File: src/rtl/sprite_pkg.sv
`default_nettype none
// ------------------------------------------------------------------
// sprite_pkg : shared slot type, screen constants and span helper
// Rev 1.0
// ------------------------------------------------------------------
package sprite_pkg;

  localparam int         H_ACTIVE        = 640;
  localparam int         V_ACTIVE        = 480;
  localparam int         SPR_W           = 16;
  localparam int         SPR_H           = 16;
  localparam logic [3:0] TRANSPARENT_IDX = 4'd0;

  typedef struct packed {
    logic       en;
    logic [9:0] x;
    logic [9:0] y;
  } sprite_slot_t;

  // 11-bit compare so an origin near 1023 cannot wrap onto column/row 0.
  function automatic logic in_span(input logic [9:0] pos, input logic [9:0] org,
                                   input logic [10:0] len);
    logic [10:0] p;
    logic [10:0] o;
    p = {1'b0, pos};
    o = {1'b0, org};
    return (p >= o) && (p < (o + len));
  endfunction

endpackage
`default_nettype wire

File: src/rtl/sprite_layer_arbiter_if.sv
`default_nettype none
// ------------------------------------------------------------------
// sprite_layer_arbiter_if : pixel, config, ROM and output signal bundle
// Rev 1.0
// ------------------------------------------------------------------
interface sprite_layer_arbiter_if #(
  parameter int NUM_SPRITES = 4,
  parameter int ROM_AW      = 10
);
  localparam int SEL_W = (NUM_SPRITES > 1) ? $clog2(NUM_SPRITES) : 1;

  logic [9:0]        DrawX;
  logic [9:0]        DrawY;
  logic              blank;
  logic              cfg_we;
  logic [SEL_W-1:0]  cfg_sel;
  logic [9:0]        cfg_x;
  logic [9:0]        cfg_y;
  logic              cfg_en;
  logic [ROM_AW-1:0] rom_address;
  logic [3:0]        rom_q;
  logic [3:0]        pix_index;
  logic              pix_hit;
  logic              blank_d;
  logic              frame_tick;

  modport slave (
    input  DrawX, DrawY, blank, cfg_we, cfg_sel, cfg_x, cfg_y, cfg_en, rom_q,
    output rom_address, pix_index, pix_hit, blank_d, frame_tick
  );

  modport master (
    output DrawX, DrawY, blank, cfg_we, cfg_sel, cfg_x, cfg_y, cfg_en, rom_q,
    input  rom_address, pix_index, pix_hit, blank_d, frame_tick
  );
endinterface
`default_nettype wire

File: src/rtl/sprite_hit_encoder.sv
`default_nettype none
// ------------------------------------------------------------------
// sprite_hit_encoder : per-slot box test and fixed-priority winner pick
// Rev 1.0
// ------------------------------------------------------------------
module sprite_hit_encoder
  import sprite_pkg::sprite_slot_t, sprite_pkg::in_span;
#(
  parameter int NUM_SPRITES = 4,
  parameter int SPR_W       = 16,
  parameter int SPR_H       = 16,
  parameter int SEL_W       = (NUM_SPRITES > 1) ? $clog2(NUM_SPRITES) : 1,
  parameter int XW          = $clog2(SPR_W),
  parameter int YW          = $clog2(SPR_H)
) (
  input  sprite_slot_t [NUM_SPRITES-1:0] slots,
  input  logic [9:0]                     draw_x,
  input  logic [9:0]                     draw_y,
  input  logic                           blank,
  output logic                           hit,
  output logic [SEL_W-1:0]               sel,
  output logic [XW-1:0]                  off_x,
  output logic [YW-1:0]                  off_y
);

  logic [NUM_SPRITES-1:0] slot_hit;

  generate
    for (genvar i = 0; i < NUM_SPRITES; i++) begin : g_box
      assign slot_hit[i] = slots[i].en && blank &&
                           in_span(draw_x, slots[i].x, 11'(SPR_W)) &&
                           in_span(draw_y, slots[i].y, 11'(SPR_H));
    end
  endgenerate

  // Walk from lowest priority upward so slot 0 overrides everything.
  always_comb begin
    hit = 1'b0;
    sel = '0;
    for (int i = NUM_SPRITES - 1; i >= 0; i--) begin
      if (slot_hit[i]) begin
        hit = 1'b1;
        sel = SEL_W'(i);
      end
    end
    off_x = XW'(draw_x - slots[sel].x);
    off_y = YW'(draw_y - slots[sel].y);
  end

endmodule
`default_nettype wire

File: src/rtl/sprite_layer_arbiter.sv
`default_nettype none
// ------------------------------------------------------------------
// sprite_layer_arbiter : per-pixel sprite arbitration over a shared ROM
// Rev 1.0
// ------------------------------------------------------------------
module sprite_layer_arbiter
  import sprite_pkg::sprite_slot_t;
#(
  parameter int         NUM_SPRITES     = 4,
  parameter int         SPR_W           = sprite_pkg::SPR_W,
  parameter int         SPR_H           = sprite_pkg::SPR_H,
  parameter int         ROM_AW          = 10,
  parameter logic [3:0] TRANSPARENT_IDX = sprite_pkg::TRANSPARENT_IDX,
  parameter int         COMMIT_Y        = sprite_pkg::V_ACTIVE
) (
  input  logic                   vga_clk,
  input  logic                   reset_n,
  sprite_layer_arbiter_if.slave  bus
);

  localparam int SEL_W = (NUM_SPRITES > 1) ? $clog2(NUM_SPRITES) : 1;
  localparam int XW    = $clog2(SPR_W);
  localparam int YW    = $clog2(SPR_H);

  sprite_slot_t [NUM_SPRITES-1:0] shadow_q, shadow_d;
  sprite_slot_t [NUM_SPRITES-1:0] active_q, active_d;

  logic              frame_tick_q, frame_tick_d;
  logic [ROM_AW-1:0] rom_address_q, rom_address_d;
  logic              hit_s1_q, hit_s1_d;
  logic              blank_s1_q, blank_s1_d;
  logic              hit_s2_q, hit_s2_d;
  logic              blank_s2_q, blank_s2_d;
  logic [3:0]        pix_index_q, pix_index_d;
  logic              pix_hit_q, pix_hit_d;
  logic              blank_d_q, blank_d_d;

  logic              commit;
  logic              enc_hit;
  logic [SEL_W-1:0]  enc_sel;
  logic [XW-1:0]     enc_off_x;
  logic [YW-1:0]     enc_off_y;

  sprite_hit_encoder #(
    .NUM_SPRITES (NUM_SPRITES),
    .SPR_W       (SPR_W),
    .SPR_H       (SPR_H),
    .SEL_W       (SEL_W),
    .XW          (XW),
    .YW          (YW)
  ) u_hit_encoder (
    .slots  (active_q),
    .draw_x (bus.DrawX),
    .draw_y (bus.DrawY),
    .blank  (bus.blank),
    .hit    (enc_hit),
    .sel    (enc_sel),
    .off_x  (enc_off_x),
    .off_y  (enc_off_y)
  );

  always_comb begin
    shadow_d = shadow_q;
    if (bus.cfg_we && (int'(bus.cfg_sel) < NUM_SPRITES)) begin
      shadow_d[bus.cfg_sel] = {bus.cfg_en, bus.cfg_x, bus.cfg_y};
    end

    // Commit from shadow_d so a same-cycle write lands in this frame's set.
    commit       = (bus.DrawX == 10'd0) && (bus.DrawY == 10'(COMMIT_Y));
    active_d     = commit ? shadow_d : active_q;
    frame_tick_d = commit;

    // Power-of-2 sprite size makes the address a plain field concatenation.
    rom_address_d = enc_hit ? ROM_AW'({enc_sel, enc_off_y, enc_off_x}) : '0;
    hit_s1_d      = enc_hit;
    blank_s1_d    = bus.blank;

    hit_s2_d      = hit_s1_q;
    blank_s2_d    = blank_s1_q;

    pix_index_d   = hit_s2_q ? bus.rom_q : 4'd0;
    pix_hit_d     = hit_s2_q && (bus.rom_q != TRANSPARENT_IDX);
    blank_d_d     = blank_s2_q;
  end

  always_ff @(posedge vga_clk or negedge reset_n) begin
    if (!reset_n) begin
      shadow_q      <= '0;
      active_q      <= '0;
      frame_tick_q  <= 1'b0;
      rom_address_q <= '0;
      hit_s1_q      <= 1'b0;
      blank_s1_q    <= 1'b0;
      hit_s2_q      <= 1'b0;
      blank_s2_q    <= 1'b0;
      pix_index_q   <= 4'd0;
      pix_hit_q     <= 1'b0;
      blank_d_q     <= 1'b0;
    end else begin
      shadow_q      <= shadow_d;
      active_q      <= active_d;
      frame_tick_q  <= frame_tick_d;
      rom_address_q <= rom_address_d;
      hit_s1_q      <= hit_s1_d;
      blank_s1_q    <= blank_s1_d;
      hit_s2_q      <= hit_s2_d;
      blank_s2_q    <= blank_s2_d;
      pix_index_q   <= pix_index_d;
      pix_hit_q     <= pix_hit_d;
      blank_d_q     <= blank_d_d;
    end
  end

  assign bus.rom_address = rom_address_q;
  assign bus.pix_index   = pix_index_q;
  assign bus.pix_hit     = pix_hit_q;
  assign bus.blank_d     = blank_d_q;
  assign bus.frame_tick  = frame_tick_q;

endmodule
`default_nettype wire

File: src/flat_wrapper.sv
// flat-port wrapper written by rule: the top's interface ports become plain ports
module sprite_layer_arbiter_flat import sprite_pkg::sprite_slot_t;
#(
  parameter int         NUM_SPRITES     = 4,
  parameter int         SPR_W           = sprite_pkg::SPR_W,
  parameter int         SPR_H           = sprite_pkg::SPR_H,
  parameter int         ROM_AW          = 10,
  parameter logic [3:0] TRANSPARENT_IDX = sprite_pkg::TRANSPARENT_IDX,
  parameter int         COMMIT_Y        = sprite_pkg::V_ACTIVE
)
  (vga_clk, reset_n, bus_DrawX, bus_DrawY, bus_blank, bus_cfg_we, bus_cfg_sel, bus_cfg_x, bus_cfg_y, bus_cfg_en, bus_rom_q, bus_rom_address, bus_pix_index, bus_pix_hit, bus_blank_d, bus_frame_tick);
  sprite_layer_arbiter_if #(.NUM_SPRITES(NUM_SPRITES), .ROM_AW(ROM_AW)) bus_i ();
  input  logic vga_clk;
  input  logic reset_n;
  input wire logic [$bits(bus_i.DrawX)-1:0] bus_DrawX;
  input wire logic [$bits(bus_i.DrawY)-1:0] bus_DrawY;
  input wire logic [$bits(bus_i.blank)-1:0] bus_blank;
  input wire logic [$bits(bus_i.cfg_we)-1:0] bus_cfg_we;
  input wire logic [$bits(bus_i.cfg_sel)-1:0] bus_cfg_sel;
  input wire logic [$bits(bus_i.cfg_x)-1:0] bus_cfg_x;
  input wire logic [$bits(bus_i.cfg_y)-1:0] bus_cfg_y;
  input wire logic [$bits(bus_i.cfg_en)-1:0] bus_cfg_en;
  input wire logic [$bits(bus_i.rom_q)-1:0] bus_rom_q;
  output wire logic [$bits(bus_i.rom_address)-1:0] bus_rom_address;
  output wire logic [$bits(bus_i.pix_index)-1:0] bus_pix_index;
  output wire logic [$bits(bus_i.pix_hit)-1:0] bus_pix_hit;
  output wire logic [$bits(bus_i.blank_d)-1:0] bus_blank_d;
  output wire logic [$bits(bus_i.frame_tick)-1:0] bus_frame_tick;
  assign bus_i.DrawX = bus_DrawX;
  assign bus_i.DrawY = bus_DrawY;
  assign bus_i.blank = bus_blank;
  assign bus_i.cfg_we = bus_cfg_we;
  assign bus_i.cfg_sel = bus_cfg_sel;
  assign bus_i.cfg_x = bus_cfg_x;
  assign bus_i.cfg_y = bus_cfg_y;
  assign bus_i.cfg_en = bus_cfg_en;
  assign bus_i.rom_q = bus_rom_q;
  assign bus_rom_address = bus_i.rom_address;
  assign bus_pix_index = bus_i.pix_index;
  assign bus_pix_hit = bus_i.pix_hit;
  assign bus_blank_d = bus_i.blank_d;
  assign bus_frame_tick = bus_i.frame_tick;
  sprite_layer_arbiter #(.NUM_SPRITES(NUM_SPRITES), .SPR_W(SPR_W), .SPR_H(SPR_H), .ROM_AW(ROM_AW), .TRANSPARENT_IDX(TRANSPARENT_IDX), .COMMIT_Y(COMMIT_Y)) u_core (.vga_clk(vga_clk), .reset_n(reset_n), .bus(bus_i));
endmodule
File: config.mk
export PLATFORM = sky130hd
export DESIGN_NAME = sprite_layer_arbiter_flat
export DESIGN_NICKNAME = d
export VERILOG_FILES = /design/src/rtl/sprite_pkg.sv /design/src/rtl/sprite_layer_arbiter_if.sv /design/src/rtl/sprite_hit_encoder.sv /design/src/rtl/sprite_layer_arbiter.sv /design/src/flat_wrapper.sv
export SDC_FILE = /design/constraint.sdc
export NUM_CORES = 1
export LEC_CHECK = 0
export CAP_MARGIN = 40
export CORE_MARGIN = 3
export CORE_UTILIZATION = 39
export CTS_CLUSTER_DIAMETER = 150
export DETAILED_ROUTE_END_ITERATION = 7
export SKIP_CTS_REPAIR_TIMING = 1
export SYNTH_ARGS = -nofsm -noshare
export SYNTH_HDL_FRONTEND = slang
export SYNTH_SLANG_ARGS = --single-unit
export TNS_END_PERCENT = 20
File: constraint.sdc
create_clock -name vga_clk -period 13.2 [get_ports vga_clk]
set_input_delay 3.96 -clock vga_clk [delete_from_list [all_inputs] [get_ports vga_clk]]
set_output_delay 3.96 -clock vga_clk [all_outputs]
set_load 0.05 [all_outputs]
## Word-level counts from Yosys, hierarchy flattened

Cells that the tools add are included.
Widths: inputs -> output; s select.

- Flip-flop bits (word level): 189
- Input port bits: 51
- Output and inout bits: 17
- Logic and storage cells: 104

- Add/subtract/negate cells: 10
- Order comparisons: 19
- Eq/ne operators: 1
- Multiplexer cells: 16
- Reduce and logical (&&, ||, !) cells: 25

Operators by type and width:

| operator | number |
|---|---|
| $add 10x5->11 const B | 8 |
| $lt 10x11->1 | 8 |
| $bwmux 84 | 1 |
| $mux 84 | 1 |
| $ge 10x10->1 | 8 |
| $bmux 21 s2 | 1 |
| $demux 21 s2 | 1 |
| $logic_and 1x1->1 | 23 |
| $mux 21 | 1 |
| $mux 14 | 1 |
| $eq 10x9->1 const B | 1 |
| $logic_not 10->1 | 1 |
| $mux 10 | 1 |
| $mux 2 | 4 |
| $sub 4x4->4 | 2 |
| $lt 2x3->1 const B | 2 |
| $mux 1 | 4 |
| $mux 4 | 1 |
| $reduce_bool 4->1 | 1 |
| $ge 2x1->1 const B | 1 |

## Longest topological paths before layout

Gate-level depths: netlist of the first run.

- Depth in word-level cells: 13
- Depth in mapped cells: 21
- Depth with buffers taken out: 21

## Modules after synthesis

Synthesis of the first run repeated with hierarchy kept, for this count alone.

- Cells, all modules: 983
- Area, all modules: 11362.1 um^2

Modules (own cells, without submodules):

| module | instances | cells each | area an instance (um^2) | sequential area each (um^2) |
|---|---|---|---|---|
| sprite_layer_arbiter | 1 | 401 | 6924.1 | 4729.5 |
| sprite_hit_encoder | 1 | 582 | 4438.0 | 0.0 |

## Worst setup path after synthesis of the first run

Ideal clock, no wire load.

- Path type: input to register
- Start: in bus_DrawX[4]
- End: reg u_core.rom_address_q[7] (netlist: u_core.bus.rom_address[7])
- Library setup time: 124 ps
- Data arrival time: 7630 ps
- Data required time: 13076 ps
- Setup slack: 5446 ps
- Stages: 17
- Buffers on the path: 1
- Path through: ha_1 > a21o_1 > a211o_1 > a41oi_1 > o21ai_0 > and4_1 > a211oi_2 > buf_6 > mux4_2 > ha_1 > a21o_1 > a21oi_1 > xnor2_1 > xnor2_1 > a21oi_1 > a21oi_1 > a211o_1

- Cells in the longest elaborated chain, start to end: 12
- Elaborated cells on any way between the ends: 32
- Those cells by class: add/sub: 1; order compare: 8; mux: 11; reduce/logical: 12

RTL lines:

| item | RTL line | source |
|---|---|---|
| start, declared | flat_wrapper.sv:15 | `input wire logic [$bits(bus_i.DrawX)-1:0] bus_DrawX;` |
| $lt 10x11->1 / $ge 10x10->1 (equally long branches) | sprite_pkg.sv:27 | `return (p >= o) && (p < (o + len));` |
| $logic_and 1x1->1 | sprite_pkg.sv:27 |  |
| $logic_and 1x1->1 | sprite_hit_encoder.sv:30 | `assign slot_hit[i] = slots[i].en && blank &&` |
| $logic_and 1x1->1 | sprite_hit_encoder.sv:31 | `in_span(draw_x, slots[i].x, 11'(SPR_W)) &&` |
| $mux 2 (4 in series) | sprite_hit_encoder.sv:41 | `if (slot_hit[i]) begin` |
| $bmux 21 s2 | sprite_hit_encoder.sv:47 | `off_y = YW'(draw_y - slots[sel].y);` |
| $mux 14 (not written as such) | sprite_hit_encoder.sv:47 |  |
| $sub 4x4->4 | sprite_hit_encoder.sv:47 |  |
| $mux 10 (*) | sprite_layer_arbiter.sv:74 | `rom_address_d = enc_hit ? ROM_AW'({enc_sel, enc_off_y, enc_off_x}) : '0;` |
| net u_core.rom_address_d[7] | sprite_layer_arbiter.sv:29 | `logic [ROM_AW-1:0] rom_address_q, rom_address_d;` |
| end signal, assigned | sprite_layer_arbiter.sv:103 | `rom_address_q <= rom_address_d;` |
| end, declared | sprite_layer_arbiter.sv:29 |  |

The timed path passes the listed nets; every way through them passes the cells marked *. The select of a mux whose other input is x is not followed.
A chain may end at the register's enable or synchronous reset.

## Final worst setup path of the first run

- Start: in bus_DrawY[8]
- End: reg u_core.rom_address_q[3] (netlist: u_core.bus.rom_address[3])

- Cells in the longest elaborated chain, start to end: 11
- Elaborated cells on any way between the ends: 28
- Those cells by class: add/sub: 1; order compare: 8; mux: 11; reduce/logical: 8

RTL lines:

| item | RTL line | source |
|---|---|---|
| start, declared | flat_wrapper.sv:16 | `input wire logic [$bits(bus_i.DrawY)-1:0] bus_DrawY;` |
| $lt 10x11->1 / $ge 10x10->1 (equally long branches) | sprite_pkg.sv:27 |  |
| $logic_and 1x1->1 | sprite_pkg.sv:27 |  |
| $logic_and 1x1->1 | sprite_hit_encoder.sv:31 |  |
| $mux 2 (4 in series) | sprite_hit_encoder.sv:41 |  |
| $bmux 21 s2 | sprite_hit_encoder.sv:46 | `off_x = XW'(draw_x - slots[sel].x);` |
| $mux 14 | n/a |  |
| $sub 4x4->4 | sprite_hit_encoder.sv:46 |  |
| $mux 10 (*) | sprite_layer_arbiter.sv:74 |  |
| net u_core.rom_address_d[3] | sprite_layer_arbiter.sv:29 |  |

Marks and branches as above.

==> impl_metrics.toml, run 1 <==
[pwr]
combPwrFrac_pct = 11.6
leakagePower_nw = 5.996
power_density_nw_per_um2 = 102.0
p_clk_share_pct = 39.4
p_seq_share_pct = 49.0
total_power_mw = 1.300
peakVddDrop_mv = 0.06976
power_switching_mw = 0.3483
p_sw_share_pct = 26.80
internal_power_mw = 0.9514

[route]
final_antenna_net_count = 0
drt-total-wl_mm = 27.31
drc = 0
wire_per_inst_um = 18.45
viasPerCell = 5.414
drt_first_pass_iters = 4
vias = 8013
drtIter0Drc = 468

[global_routing]
grt_pass1_vias = 8340
grt_antenna_before_repair = 0
grt_max_degree = 89
grt_use_met1_pct = 24.96
grt_usage_pct = 18.67
grt_pass1_wl_mm = 45.09
grtUsageMet3_pct = 2.752
overflow = 0
top_usage_layer = "met2"
use_met2_pct = 32.03

[critical_path]
crit_start = "bus_DrawY[8]"
required_ns = 13.52
cp-end-kind = "flop"
cp.arrival_ns = 9.03
r2r_start = "u_core.active_q[67]"
worst-r2r-setup-slack_ns = 7.90
crit_end = "u_core.bus.rom_address[3]"
cp_max_fo = 13
r2r-end = "u_core.bus.rom_address[3]"
rr_worst_depth = 21
start_kind = "input pin"
worst-setup-path-type = "in2reg"

[sta]
fin_hold_ws_ns = 0.3434
skew_ns = 0.01301
finalMaxSlewViolations = 0
setup_viol = 0
worstMarginPinSlew_ns = 0.8311
hold_violations = 0
setup_tns_ns = 0
fmax_ghz = 0.1149
rsz0062_at_grt = "false"
timing.final.crit_share_pct = 65.95
fin_crit_ns = 8.705
fin_ws_ns = 4.495
relSlewSlack_pct = 44.59

[yosys]
synth_nets = 1220
ys_ff_latch = 189
yosysTopAreaCell = "dfrtp_1"
async_flop_share_pct = 100.0
synth_area_um2 = 11030
synth_top_area_share_pct = 42.88
synth-seq-area-share_pct = 42.88
synth_edf_count = 0
ys_types = 54
synth.area.top_cells = "dfrtp_1 43%, ha_1 16%, mux2_2 9.8%, o21ai_0 4.5%, inv_1 3.3%"
avgSynthCellArea_um2 = 10.76
synth_warnings = 0
netlist_instances = 1025
ys.flop_type = "dfrtp_1"

[final_layout]
diodes = 0
utilization_pct = 46.52
fin_nets = 1290
fill_cells = 2601
drive_gt1_share_pct = 13.81
post-route-cell-area_um2 = 12750
syn2layout_area_growth_pct = 15.55
layout.cells.non_filler = 1480

[clock_tree]
cts.sinks = 189
clock_path_buffers = 2
root_buffer = "clkbuf_16"
path_clk_slew_ns = 0.08
clock_latency_ns = 0.44
cts-buffers-inserted = 17
htreeDepth = 4
cts_tree = "built"

[place]
dp.cells = 1447
dpl_worst_slack_ns = 3.886
port_buffers = 67
place_congestion = 0.8627
place_area_um2 = 12170
hpwl_mm = 19.95

[floorplan]
ios = 68
rows = 60
start_util_pct = 40.26
core_area_um2 = 27400
die_area_um2 = 30340
die_x_um = 174.2
fp.dieH_um = 174.2

[min_path]
hold_class = "reg2reg"

[run]
cap_violations = 0

[status]
status = "complete, no violations"
==> synth_stat cells, types with 2 or more instances <==
| cell type | n |
|---|---|
| a2111oi_0 | 5 |
| a211o_1 | 7 |
| a211oi_1 | 5 |
| a21o_1 | 18 |
| a21oi_1 | 30 |
| a311oi_1 | 2 |
| a31oi_1 | 11 |
| a41oi_1 | 4 |
| and2_1 | 4 |
| and3_1 | 3 |
| and4_1 | 4 |
| buf_1 | 2 |
| clkbuf_1 | 24 |
| dfrtp_1 | 189 |
| fa_1 | 2 |
| ha_1 | 142 |
| inv_1 | 96 |
| mux2_2 | 96 |
| mux4_2 | 8 |
| nand2_1 | 88 |
| nand2b_1 | 12 |
| nand3_1 | 33 |
| nand3b_1 | 4 |
| nand4_1 | 4 |
| nand4b_1 | 2 |
| nor2_1 | 8 |
| nor2b_1 | 9 |
| nor3_1 | 16 |
| nor3b_1 | 2 |
| nor4_1 | 4 |
| o2111ai_1 | 12 |
| o211ai_1 | 11 |
| o21a_1 | 7 |
| o21ai_0 | 100 |
| o22ai_1 | 3 |
| o31ai_1 | 2 |
| xnor2_1 | 38 |
| xor2_1 | 2 |
==> layout make-up <==
class	instances	area, um2	area share, %
flip-flops and latches	189	4730	37.11
multi-input cells	713	5842	45.83
well taps	372	465.4	3.652
clock inverters	15	146.4	1.149
clock buffers	17	425.4	3.338
repair buffers	78	777.0	6.096
inverters	96	360.3	2.827
==> worst min-delay path by stage <==
stage | cells past startpoint | endpoint | start | slack [ns]
after global placement | 0 | u_core.blank_d_d | u_core.blank_s1_q | 0.33
after floorplan | 0 | u_core.blank_d_d | u_core.blank_s1_q | 0.33
final | 0 | u_core.hit_s2_q | u_core.hit_s1_q | 0.34
after CTS | 0 | u_core.hit_s2_q | u_core.hit_s1_q | 0.35
after detailed placement | 0 | u_core.hit_s2_q | u_core.hit_s1_q | 0.33
after global routing | 0 | u_core.bus.blank_d | u_core.blank_d_d | 0.35
==> state kept, by name (all words and copies together) (netlist names) <==
signal and count:
u_core.active_q 84, u_core.bus.pix_hit 1, u_core.bus.rom_address 10, u_core.bus.frame_tick 1, u_core.hit_s1_q 1, u_core.bus.pix_index 4
u_core.blank_d_d 1, u_core.bus.blank_d 1, u_core.shadow_q 84, u_core.hit_s2_q 1, u_core.blank_s1_q 1
==> cell usage in the layout, fill, tap and decap left out, types with 9 or more instances in the layout <==
cell and count:
o2111ai_1 12, a31oi_1 11, clkbuf_16 17, a21o_1 18, o21ai_0 100, a21oi_1 30, nand3_1 33, nand2_1 88
nor2b_1 9, clkdlybuf4s50_1 66, ha_1 142, mux2_2 96, o211ai_1 11, xnor2_1 38, buf_4 10, nor3_1 15
inv_1 96, dfrtp_1 189, nand2b_1 12
==> cell families (layout without fill, tap and decap cells) <==
kind of cell               after synthesis  count (layout)  share of synthesized area, %
buffers and inverters                  123             206                         4.254
DFF                                    189             189                         42.88
and+or+nand+nor                        198             198                         8.893
xor gates and xnor gates                40              40                         3.176
AOI/OAI and AO/OA                      227             227                         12.90
adders and majority gates              144             144                         16.47
muxes                                  104             104                         11.43
==> power groups by stage <==
stage                     registers (mW)  logic (mW)  clock network (mW)
after floorplan                    0.646      0.0887                   0
after global placement             0.647       0.148                   0
after detailed placement           0.649       0.152                   0
after CTS                          0.637       0.152               0.526
after global routing               0.641       0.168               0.550
final                              0.637       0.150               0.512
==> routing by layer <==
layer,up-vias,part of all wire (%)
met3,28,2.8
met2,132,49
met1,4028,47
met4,0,1.4
met5,-,0
li1,3825,-
==> critical path, cell delays in order <==
cell	delay (ns)
clkdlybuf4s50_1	0.78
ha_1	0.34
a21o_1	0.17
a21oi_1	0.16
o21ai_0	0.12
a311oi_1	0.39
o211ai_1	0.16
buf_4	0.22
a211oi_2	0.57
buf_4	0.29
mux4_2	0.51
ha_1	0.28
a21o_1	0.15
a21oi_1	0.16
xnor2_1	0.26
xnor2_1	0.11
and3_1	0.19
a21oi_1	0.11
nand3_1	0.09
No activity file was read; power rests on OpenSTA's default activity.
==> run 2: changes to the inputs <==
clock period = 8.5 ns   (was 13.2 ns; I/O delays follow)
==> impl_metrics.toml, run 2 (synthesized netlist as in run 1, its figures left out) <==
[floorplan]
ios = 68
die_area_um2 = 30340
die_x_um = 174.2
fp.dieH_um = 174.2
rows = 60
start_util_pct = 40.26
core_area_um2 = 27400

[clock_tree]
cts.sinks = 189
htreeDepth = 4
clock_latency_ns = 0.43
clock_path_buffers = 2
root_buffer = "clkbuf_16"
cts_tree = "built"
path_clk_slew_ns = 0.07
cts-buffers-inserted = 17

[sta]
setup_tns_ns = 0
rsz0062_at_grt = "false"
fmax_ghz = 0.1403
skew_ns = 0.007431
hold_violations = 0
relSlewSlack_pct = 51.13
fin_crit_ns = 7.126
timing.final.crit_share_pct = 83.83
worstMarginPinSlew_ns = 0.7296
setup_viol = 0
finalMaxSlewViolations = 0

[final_layout]
diodes = 0
final_cell_mix = "189 x dfrtp_1, 142 x ha_1, 100 x o21ai_0"
register_area_um2 = 4730
utilization_pct = 46.87
multi_input_area_um2 = 5842
syn2layout_area_growth_pct = 16.44
final_common_cell = "dfrtp_1"
drive_gt1_share_pct = 14.12
fill_cells = 2554
fin_nets = 1294

[run]
cap_violations = 0

[min_path]
hold_class = "reg2reg"

[critical_path]
worst-r2r-setup-slack_ns = 3.50
required_ns = 8.82
cp_max_fo = 9
start_kind = "input pin"
cp-end-kind = "flop"
cp.arrival_ns = 7.45
worst-setup-path-type = "in2reg"

[pwr]
power_density_nw_per_um2 = 159.3
leakagePower_nw = 6.041
peakVddDrop_mv = 0.1195

[place]
hpwl_mm = 19.91
place_congestion = 0.8501
port_buffers = 67

[route]
drtIter0Drc = 528
final_antenna_net_count = 0
drc = 0
drt-total-wl_mm = 27.00
drt_first_pass_iters = 4
wire_per_inst_um = 18.19
viasPerCell = 5.376
vias = 7978

[global_routing]
grt_pass1_vias = 8321
grt_usage_pct = 18.54
grt_max_degree = 69
grt_pass1_wl_mm = 44.73
overflow = 0
grt_antenna_before_repair = 0

[status]
status = "complete, no violations"
## run 2: cell count changes in the layout (fill, tap and decap cells not counted), sizes merged
cell	previous run	this run
bufinv	0	1
buf	11	15
clkinv	5	1
clkbuf	18	20
clkinvlp	2	3
## run 2: routing by layer
metal  share of wire, %  track usage, %  up-vias
met5                  0               0        -
met4                1.2           4.558        0
met3                3.1           3.342       20
met2                 49           31.10      114
met1                 47           24.93     4004
li1                   -               -     3840
## run 2: critical path, cell delays in order
cell and delay (ns):
clkdlybuf4s50_1 0.63, ha_1 0.44, nor2_1 0.05, a2111oi_0 0.47
o2111ai_1 0.18, a31oi_1 0.53, nor4_4 0.13, o21ai_2 0.50
mux4_2 0.57, ha_1 0.22, inv_1 0.06, a21o_1 0.10
a21oi_1 0.07, xnor2_1 0.35, xnor2_1 0.11, a21oi_1 0.16
a21oi_1 0.05, a211o_1 0.28
## run 2: power breakdown
group	switching, mW	internal, mW	leakage, nW
Clock	0.383	0.434	0.288
Combinational	0.123	0.115	3.67
Sequential	0.0168	0.973	2.08
## run 2: per-stage QoR
stage	cell area [um2]	hold WS (ns)	instances	worst slack, ns	total power [mW]
after detailed placement	12240	0.3347	1452	0.9364	1.249
after global routing	12840	0.3664	1484	0.9657	2.144
after CTS	12840	0.3513	1484	1.399	2.070
final	12840	0.3496	1484	1.374	2.046
after floorplan	11030	0.3312	1025	2.156	1.141
after global placement	12150	0.3331	1448	0.9005	1.234
## run 2: final cells by class
class | instances | share of cell area, %
Timing Repair Buffer | 82 | 6.595
Sequential cell | 189 | 36.82
Clock buffer | 19 | 3.527
Clock inverter | 13 | 1.140
Tap cell | 372 | 3.624
Inverter | 96 | 2.806
Multi-Input combinational cell | 713 | 45.48
## run 2: final timing paths
kind	start	depth (start not counted)	endpoint
setup / recovery	bus_DrawY[2]	18	u_core.bus.rom_address[7]
min in group asynchronous	reset_n	1	u_core.shadow_q[38]
hold / removal	u_core.blank_s1_q	0	u_core.blank_d_d
setup reg to reg	u_core.active_q[35]	20	u_core.bus.rom_address[7]
max in group asynchronous	reset_n	3	u_core.active_q[3]
hold reg to reg	u_core.blank_s1_q	0	u_core.blank_d_d
==> run 3: changes to the inputs <==
clock period = 6.8 ns   (was 8.5 ns; I/O delays follow)
==> impl_metrics.toml, run 3 (synthesized netlist as in run 1, its figures left out) <==
[min_path]
hold_class = "reg2reg"

[sta]
relSlewSlack_pct = 42.21
skew_ns = 0.01099
hold_violations = 0
finalMaxSlewViolations = 0
fmax_ghz = 0.1590
rsz0062_at_grt = "false"
timing.final.crit_share_pct = 92.49
fin_crit_ns = 6.289
setup_tns_ns = 0
setup_viol = 0
worstMarginPinSlew_ns = 0.8668
fin_hold_ws_ns = 0.3510

[critical_path]
cp_max_fo = 5
critPathTopFamily = "compound AO/OA/AOI/OAI gates"
required_ns = 7.13
crit_chain = "clkdlybuf4s50_1 > ha_1 > nor2b_1 > o2111ai_1 > o2111ai_1 > a311oi_1 > o211ai_1 > a211oi_2 > buf_4 > mux4_2 > ha_1 > a21o_1 > a21oi_1 > xnor2_1 > xnor2_1 > a21oi_1 > a21oi_1 > a211o_1"
max_stage_delay_ns = 0.67
cp-end-kind = "flop"
start_kind = "input pin"
slowest_stage = "clkdlybuf4s50_1"
cp.arrival_ns = 6.62
worst-setup-path-type = "in2reg"
crit_buf_inv = 2
worst_path_most_repeated_cell = "a21oi_1"

[floorplan]
start_util_pct = 40.26
fp.dieH_um = 174.2
die_x_um = 174.2
rows = 60
ios = 68
die_area_um2 = 30340
core_area_um2 = 27400

[global_routing]
use_met2_pct = 31.64
grt_antenna_before_repair = 0
overflow = 0
grt_max_degree = 103
grt_use_met1_pct = 25.38
grt_pass1_vias = 8351
top_usage_layer = "met2"
grt_pass1_wl_mm = 45.30
grt_usage_pct = 18.77
grtUsageMet3_pct = 2.883

[route]
drt-total-wl_mm = 27.60
drt_first_pass_iters = 5
final_antenna_net_count = 0
wire_per_inst_um = 18.34
drtIter0Drc = 373
viasPerCell = 5.331
vias = 8023
drc = 0

[clock_tree]
cts-buffers-inserted = 17
root_buffer = "clkbuf_16"
clock_path_buffers = 2
path_clk_slew_ns = 0.08
cts_tree = "built"
clock_latency_ns = 0.44
htreeDepth = 4
cts.sinks = 189

[pwr]
peakVddDrop_mv = 0.1127
internal_power_mw = 1.931
power_density_nw_per_um2 = 200.6
leakagePower_nw = 6.144
p_seq_share_pct = 47.4
power_switching_mw = 0.6781
combPwrFrac_pct = 11.6
p_sw_share_pct = 26.00
p_clk_share_pct = 41.0

[final_layout]
drive_gt1_share_pct = 15.71
fin_nets = 1315
final_common_cell = "dfrtp_1"
diodes = 0
fill_cells = 2546
syn2layout_area_growth_pct = 17.88
final_cell_mix = "189 x dfrtp_1, 142 x ha_1, 100 x o21ai_0"

[run]
cap_violations = 0

[place]
place_congestion = 0.8716
port_buffers = 67
hpwl_mm = 20.45

[status]
status = "complete, no violations"
[run 3: power groups by stage]
stage               Sequential [mW]  Clock, mW  Combinational [mW]
floorplan                      1.25          0               0.172
global placement               1.26          0               0.296
detailed placement             1.26          0               0.304
CTS                            1.24       1.10               0.306
global route                   1.25       1.13               0.340
finish                         1.24       1.07               0.303
[run 3: metal layers]
metal | vias up | share of wire [%]
li1 | 3872 | -
met2 | 132 | 48
met4 | 0 | 1.3
met3 | 24 | 3.5
met1 | 3995 | 47
met5 | - | 0
[run 3: area by class of cell]
type / count / area, um2 / share of cell area [%]
Inverter: 96 / 360.3 / 2.771
Clock buffer: 17 / 425.4 / 3.272
Clock inverter: 15 / 202.7 / 1.559
Multi-Input combinational cell: 713 / 5842 / 44.93
Tap cell: 372 / 465.4 / 3.580
Timing Repair Buffer: 103 / 977.2 / 7.515
Sequential cell: 189 / 4730 / 36.37
[run 3: path summary, 6_finish.rpt]
kind | startpoint | to | slack (ns) | cells past startpoint
max in group asynchronous | reset_n | u_core.shadow_q[66] | 3.99 | 3
setup reg to reg | u_core.active_q[69] | u_core.bus.rom_address[7] | 1.83 | 20
min in group asynchronous | reset_n | u_core.active_q[39] | 1.42 | 1
hold reg to reg | u_core.blank_d_d | u_core.bus.blank_d | 0.35 | 0
hold / removal | u_core.blank_d_d | u_core.bus.blank_d | 0.35 | 0
setup / recovery | bus_DrawY[1] | u_core.bus.rom_address[7] | 0.51 | 18
[run 3: stage by stage]
step	total power, mW	instances	area (um2)	setup slack [ns]	util (%)
3_5_place_dp	1.565	1473	12370	0.1260	45.16
5_1_grt	2.720	1505	13000	0.1720	47.45
4_1_cts	2.640	1505	13000	0.5734	47.45
2_1_floorplan	1.426	1025	11030	0.9658	-
3_3_place_gp	1.551	1472	12350	0.1722	45.06
6_report	2.609	1505	13000	0.5106	47.45
[run 3: worst reg2reg max path, cell delays in order, from the launching register on]
cell      delay (ns)
dfrtp_1         0.41
inv_1           0.10
nor3_1          0.28
nand3_1         0.14
xnor2_1         0.19
ha_1            0.27
a21oi_1         0.18
o21ai_0         0.12
a311oi_1        0.58
o211ai_1        0.26
a211oi_2        0.27
buf_4           0.17
mux4_2          0.49
ha_1            0.28
a21o_1          0.15
a21oi_1         0.17
xnor2_1         0.22
xnor2_1         0.11
a21oi_1         0.15
a21oi_1         0.06
a211o_1         0.27
